[config.mk]
export PLATFORM = sky130hd
export DESIGN_NAME = fcn_mac_accum
export DESIGN_NICKNAME = d
export VERILOG_FILES = /design/src/rtl/fcn_pkg.sv /design/src/rtl/fcn_sat_relu.sv /design/src/rtl/fcn_mac_accum.sv
export SDC_FILE = /design/constraint.sdc
export NUM_CORES = 2
export LEC_CHECK = 0
export BUFFER_PORTS_ARGS = -buffer_cell sky130_fd_sc_hd__buf_4
export CAP_MARGIN = 20
export CORE_MARGIN = 2
export CORE_UTILIZATION = 60
export DETAILED_ROUTE_END_ITERATION = 7
export HOLD_SLACK_MARGIN = 0.06
export PLACE_DENSITY = 0.77
export SLEW_MARGIN = 20
export SYNTH_ARGS = -nofsm -noshare
export SYNTH_HDL_FRONTEND = slang
export SYNTH_HIERARCHICAL = 1
export SYNTH_SLANG_ARGS = --single-unit
[constraint.sdc]
create_clock -name clk -period 4.1 [get_ports clk]
set_input_delay 1.025 -clock clk [delete_from_list [all_inputs] [get_ports clk]]
set_output_delay 1.025 -clock clk [all_outputs]
set_load 0.005 [all_outputs]
[src/rtl/fcn_pkg.sv]
// ============================================================================
// Module  : fcn_pkg
// Brief   : Shared FSM state type and default sizing for the fully-connected
//           neuron MAC/accumulate block.
// Revision: 1.0 - initial release
// ============================================================================
`default_nettype none

package fcn_pkg;

  localparam int FCN_DATA_WIDTH = 32;
  localparam int FCN_ADDR_WIDTH = 12;
  localparam int FCN_FRAC_BITS  = 16;

  typedef enum logic [2:0] {
    ST_IDLE   = 3'd0,
    ST_ACCUM  = 3'd1,
    ST_DRAIN  = 3'd2,
    ST_OUTPUT = 3'd3,
    ST_DONE   = 3'd4
  } state_t;

endpackage

`default_nettype wire

[src/rtl/fcn_sat_relu.sv]
// ============================================================================
// Module  : fcn_sat_relu
// Brief   : Requantises the wide accumulator back to a DATA_WIDTH fixed-point
//           word: arithmetic shift by FRAC_BITS, signed saturation, optional
//           ReLU. overflow reports saturation before ReLU is applied.
// Revision: 1.0 - initial release
// ============================================================================
`default_nettype none

module fcn_sat_relu #(
  parameter int DATA_WIDTH = 32,
  parameter int ACC_WIDTH  = 76,
  parameter int FRAC_BITS  = 16
) (
  input  logic signed [ACC_WIDTH-1:0]  acc,
  input  logic                         relu_en,
  output logic        [DATA_WIDTH-1:0] data,
  output logic                         overflow
);

  logic signed [ACC_WIDTH-1:0]          shifted;
  logic        [ACC_WIDTH-DATA_WIDTH:0] upper;
  logic        [DATA_WIDTH-1:0]         clipped;

  // Shift out the fraction, clip to the signed output range, then apply ReLU
  always_comb begin
    shifted  = acc >>> FRAC_BITS;
    // The value fits only when every bit from the output sign bit upward agrees
    upper    = shifted[ACC_WIDTH-1:DATA_WIDTH-1];
    overflow = !((&upper) || !(|upper));
    if (overflow) begin
      clipped = shifted[ACC_WIDTH-1] ? {1'b1, {(DATA_WIDTH-1){1'b0}}}
                                     : {1'b0, {(DATA_WIDTH-1){1'b1}}};
    end else begin
      clipped = shifted[DATA_WIDTH-1:0];
    end
    data = (relu_en && clipped[DATA_WIDTH-1]) ? '0 : clipped;
  end

endmodule

`default_nettype wire

[src/rtl/fcn_mac_accum.sv]
// ============================================================================
// Module  : fcn_mac_accum
// Brief   : Streaming multiply-accumulate for one neuron: N paired beats of
//           input x weight are summed onto a bias, requantised and offered
//           as a single result word on a valid/ready output.
// Revision: 1.0 - initial release
// ============================================================================
`default_nettype none

module fcn_mac_accum
  import fcn_pkg::*;
#(
  parameter int DATA_WIDTH = FCN_DATA_WIDTH,
  parameter int ADDR_WIDTH = FCN_ADDR_WIDTH,
  parameter int FRAC_BITS  = FCN_FRAC_BITS
) (
  input  logic                  clk,
  input  logic                  reset,
  input  logic                  i_start,
  input  logic [ADDR_WIDTH-1:0] i_num_cnt,
  input  logic [DATA_WIDTH-1:0] i_bias,
  input  logic                  i_relu_en,
  input  logic                  s_valid,
  output logic                  s_ready,
  input  logic [DATA_WIDTH-1:0] s_input,
  input  logic [DATA_WIDTH-1:0] s_weight,
  output logic                  m_valid,
  input  logic                  m_ready,
  output logic [DATA_WIDTH-1:0] m_data,
  output logic                  o_idle,
  output logic                  o_done,
  output logic                  o_overflow
);

  localparam int PROD_WIDTH = 2 * DATA_WIDTH;
  // Headroom of ADDR_WIDTH bits lets up to 2**ADDR_WIDTH full-scale products
  // sum without wrapping.
  localparam int ACC_WIDTH  = PROD_WIDTH + ADDR_WIDTH;

  state_t                       state;
  state_t                       next_state;
  logic [ADDR_WIDTH-1:0]        num_beats;
  logic [ADDR_WIDTH-1:0]        cnt;
  logic                         relu_en;
  logic                         ovf_held;
  logic                         prod_valid;
  logic signed [PROD_WIDTH-1:0] prod;
  logic signed [PROD_WIDTH-1:0] prod_next;
  logic signed [ACC_WIDTH-1:0]  acc;
  logic signed [ACC_WIDTH-1:0]  bias_ext;
  logic                         start;
  logic                         beat;
  logic [DATA_WIDTH-1:0]        sat_data;
  logic                         sat_ovf;

  assign start     = (state == ST_IDLE) && i_start;
  assign beat      = s_valid && s_ready;
  assign bias_ext  = ACC_WIDTH'($signed(i_bias)) <<< FRAC_BITS;
  assign prod_next = $signed({{DATA_WIDTH{s_input[DATA_WIDTH-1]}}, s_input}) *
                     $signed({{DATA_WIDTH{s_weight[DATA_WIDTH-1]}}, s_weight});

  // State register
  always_ff @(posedge clk or negedge reset) begin
    if (!reset) begin
      state <= ST_IDLE;
    end else begin
      state <= next_state;
    end
  end

  // Next-state and handshake decode
  always_comb begin
    next_state = state;
    s_ready    = 1'b0;
    m_valid    = 1'b0;
    o_idle     = 1'b0;
    o_done     = 1'b0;
    case (state)
      ST_IDLE: begin
        o_idle = 1'b1;
        if (i_start) begin
          next_state = (i_num_cnt == '0) ? ST_OUTPUT : ST_ACCUM;
        end
      end
      ST_ACCUM: begin
        s_ready = 1'b1;
        if (s_valid && (cnt == num_beats - ADDR_WIDTH'(1))) begin
          next_state = ST_DRAIN;
        end
      end
      ST_DRAIN: begin
        // Leave on the edge that folds the final product into acc
        if (prod_valid) begin
          next_state = ST_OUTPUT;
        end
      end
      ST_OUTPUT: begin
        m_valid = 1'b1;
        if (m_ready) begin
          next_state = ST_DONE;
        end
      end
      ST_DONE: begin
        o_done     = 1'b1;
        next_state = ST_IDLE;
      end
      default: next_state = ST_IDLE;
    endcase
  end

  // Two-stage MAC pipeline, beat counter, latched configuration, sticky overflow
  always_ff @(posedge clk or negedge reset) begin
    if (!reset) begin
      num_beats  <= '0;
      relu_en    <= 1'b0;
      cnt        <= '0;
      prod       <= '0;
      prod_valid <= 1'b0;
      acc        <= '0;
      ovf_held   <= 1'b0;
    end else begin
      prod_valid <= beat;
      if (beat) begin
        prod <= prod_next;
        cnt  <= cnt + ADDR_WIDTH'(1);
      end
      if (start) begin
        num_beats <= i_num_cnt;
        relu_en   <= i_relu_en;
        acc       <= bias_ext;
        cnt       <= '0;
        ovf_held  <= 1'b0;
      end else if (prod_valid) begin
        acc <= acc + ACC_WIDTH'(prod);
      end
      if (m_valid && sat_ovf) begin
        ovf_held <= 1'b1;
      end
    end
  end

  fcn_sat_relu #(
    .DATA_WIDTH (DATA_WIDTH),
    .ACC_WIDTH  (ACC_WIDTH),
    .FRAC_BITS  (FRAC_BITS)
  ) u_sat_relu (
    .acc      (acc),
    .relu_en  (relu_en),
    .data     (sat_data),
    .overflow (sat_ovf)
  );

  // The overflow flag is visible as soon as the result is, then held
  assign m_data     = m_valid ? sat_data : '0;
  assign o_overflow = ovf_held || (m_valid && sat_ovf);

endmodule

`default_nettype wire

==> out/metrics.csv <==
metric,value,unit
number of flops mapped to enable cells by yosys,0,
Post-Syn Area,0.0489,mm²
Worst Clk Skew,0.0110,ns
layout cell share with drive strength beyond 1,22.2,%
Clock Path Buffers,2,
pin count of the biggest net entering global routing,78,
gr usage total,34.2,%
cts bufs inserted,17,
"commonest non-fill, non-tap cell in the layout",fa_1,
actual slew at the worst max-slew pin,0.897,ns
type of the worst setup path,in -> reg,
via count,39926,
number of buffers added on ports,150,
failing checks,setup timing,
Tcrit/Tclk final,191,%
Synth top area share,44.4,%
fillers,5383,
area occupied by multi-input gates,0.0419,mm²
total inserted antenna cells,0,
Final WS setup,-3.72,ns
initial antenna violation count,1,
async set or reset register ratio after synthesis,100,%
Fmax,0.128,GHz
Yosys top cell by area,fa_1,
Ys Warns,6,
final instance area,0.0593,mm²
"Largest stage delay, worst path",0.60,ns
Final ANT Viol Nets,0,
Worst EP required,4.41,ns
outcome,"finished, violations left",
clk slew on worst S/H paths,0.07,ns
CP Launch Type,input port,
clk_lat worst skew,0.45,ns
final hold vios,0,
Sink Count,170,
Worst EP arrival,8.13,ns
Final GP Congestion,0.973,
"commonest cells after routing, fill and taps aside","fa_1, inv_1, nand2_1, buf_4, and2_1",
CTS tree,yes,
fin nets,7289,
Avg Synthesized Cell Area,9.11,µm²
DIE WIDTH,289,µm
Worst path slowest cell,fa_1,
CP endpoint kind,register,
RSZ-0062 raised after global routing,yes,
headroom to the max-slew limit,40.2,%
top_reg_cell synth,dfrtp_1,
first-pass GRT wire length,224,mm
"Seq/Total Area, Yosys",8.70,%
total of max-cap violations,0,
# IOs,151,
DRC violations left,0,
core box area,0.0805,mm²
Cells after Synth,5363,
vias in the first global route,42814,
FF/Latch Area,0.00426,mm²
Netlist cell types,90,
Most Frequent Cell on Critical Path,fa_1,
"top cells by area, synth","fa_1, dfrtp_1, inv_1",
CP max FO,7,
syn nets,6821,
Period minus WS final,7.82,ns
die height,289,µm
via/cell ratio,5.78,
placed inst area,0.0547,mm²
Root Driver,clkbuf_16,
gr ovfl total,0,
Post-DP HPWL,112,mm
Hold Buf Count CTS,0,
Total Routed Length,143,mm
drt pass-1 iters,6,
"Slew Viols, Final",0,
Die ar.,0.0838,mm²
htree depth,4,
Yosys reg bits,170,
area grow syn2layout,21.4,%
DRT iter0 DRCs,3201,
per-cell routed wire length,20.7,µm
Initial Util,60.7,%
Hold Crit Class,reg -> reg,
final setup fails,58,
row cnt,104,
flip-flops by register name, indices dropped and copies added (netlist names):
signal / count
num_beats: 12
prod: 64
relu_en: 1
state: 3
ovf_held: 1
cnt: 12
acc: 76
prod_valid: 1
synthesized netlist by cell type, drive strengths merged, types with 11 or more instances:
cell type and number:
and3 25, nand4 41, a31oi 24, a21oi 188
nor2 122, nor2b 13, o31ai 13, mux2i 44
a211oi 13, nor3 26, a2bb2oi 33, o21a 19
xor2 51, a21o 81, nand2 729, inv 1013
xnor2 115, clkbuf 267, o21bai 28, ha 261
nand2b 23, dfrtp 170, buf 38, nand3 43
and4 11, and2 567, o21ai 180, fa 1083
nor4 19
per-stage QoR:
stage | hold WS (ns) | std cells | TNS, ns | util, % | setup WS [ns]
after global placement | 0.471 | 6753 | -197.97 | 67.9 | -4.26
final | 0.492 | 6904 | -172.27 | 73.6 | -3.72
after CTS | 0.491 | 6853 | -161.67 | 71.6 | -3.59
after global routing | 0.503 | 6904 | -182.59 | 73.6 | -3.97
after detailed placement | 0.473 | 6753 | -204.17 | 67.9 | -4.50
after floorplan | 0.445 | 5363 | -155.93 | - | -3.86
cells by family after synthesis:
group	synth area share [%]
simple gates	16.8
fa+ha+maj	51.0
buf+inv	10.3
compound gates	9.15
flops	8.70
xor+xnor	2.97
mux	1.02
final timing paths:
| path | from | endpoint | slack [ns] | depth (start not counted) |
|---|---|---|---|---|
| worst min-delay path | prod[0]$_DFFE_PN0P_ | prod[0]$_DFFE_PN0P_ | 0.49 | 2 |
| max in group asynchronous | reset | cnt[5]$_DFFE_PN0P_ | 2.64 | 2 |
| worst min register to register | prod[0]$_DFFE_PN0P_ | prod[0]$_DFFE_PN0P_ | 0.49 | 2 |
| worst max-delay path | s_input[13] | prod[55]$_DFFE_PN0P_ | -3.72 | 27 |
| min in group asynchronous | reset | prod[11]$_DFFE_PN0P_ | 0.62 | 1 |
| worst max register to register | prod[0]$_DFFE_PN0P_ | acc[74]$_DFFE_PN0P_ | 0.37 | 14 |
worst max-delay path, delay by kind of cell:
| kind | cells | cell delay, ns |
|---|---|---|
| adder cells (fa/ha/maj) | 9 | 4.34 |
| AND/OR/NAND/NOR | 3 | 0.51 |
| buffers and inverters | 8 | 0.92 |
| XOR/XNOR | 1 | 0.12 |
| AO/OA/AOI/OAI | 6 | 1.24 |
cell type report:
cell class              instances  area share, %
inverters                    1013           6.42
clock buffers                  19          0.747
flip-flops and latches        170           7.18
clock inverters                13          0.221
well taps                    1060           2.24
repair buffers                754           12.6
multi-input cells            3875           70.6
layer usage:
layer / up-vias / share of wire (%) / global-route usage [%]
met1: 20135 / 39 / 45.3
met4: 2 / 5.3 / 14.3
met5: - / 0.0077 / 0
met2: 1943 / 47 / 56.3
met3: 536 / 8.8 / 5.49
li1: 17310 / - / -
timing repair:
action                                 CTS  global route
setup buffers                           65            48
gates resized for setup                436           291
cloned                                   6             9
pin swaps                              182           194
endpoints found under the hold margin    0             0
setup endpoints to repair               59            59
Power is not shown: default switching activity piles up to over one toggle a cycle in this logic, so the estimate is an artifact.
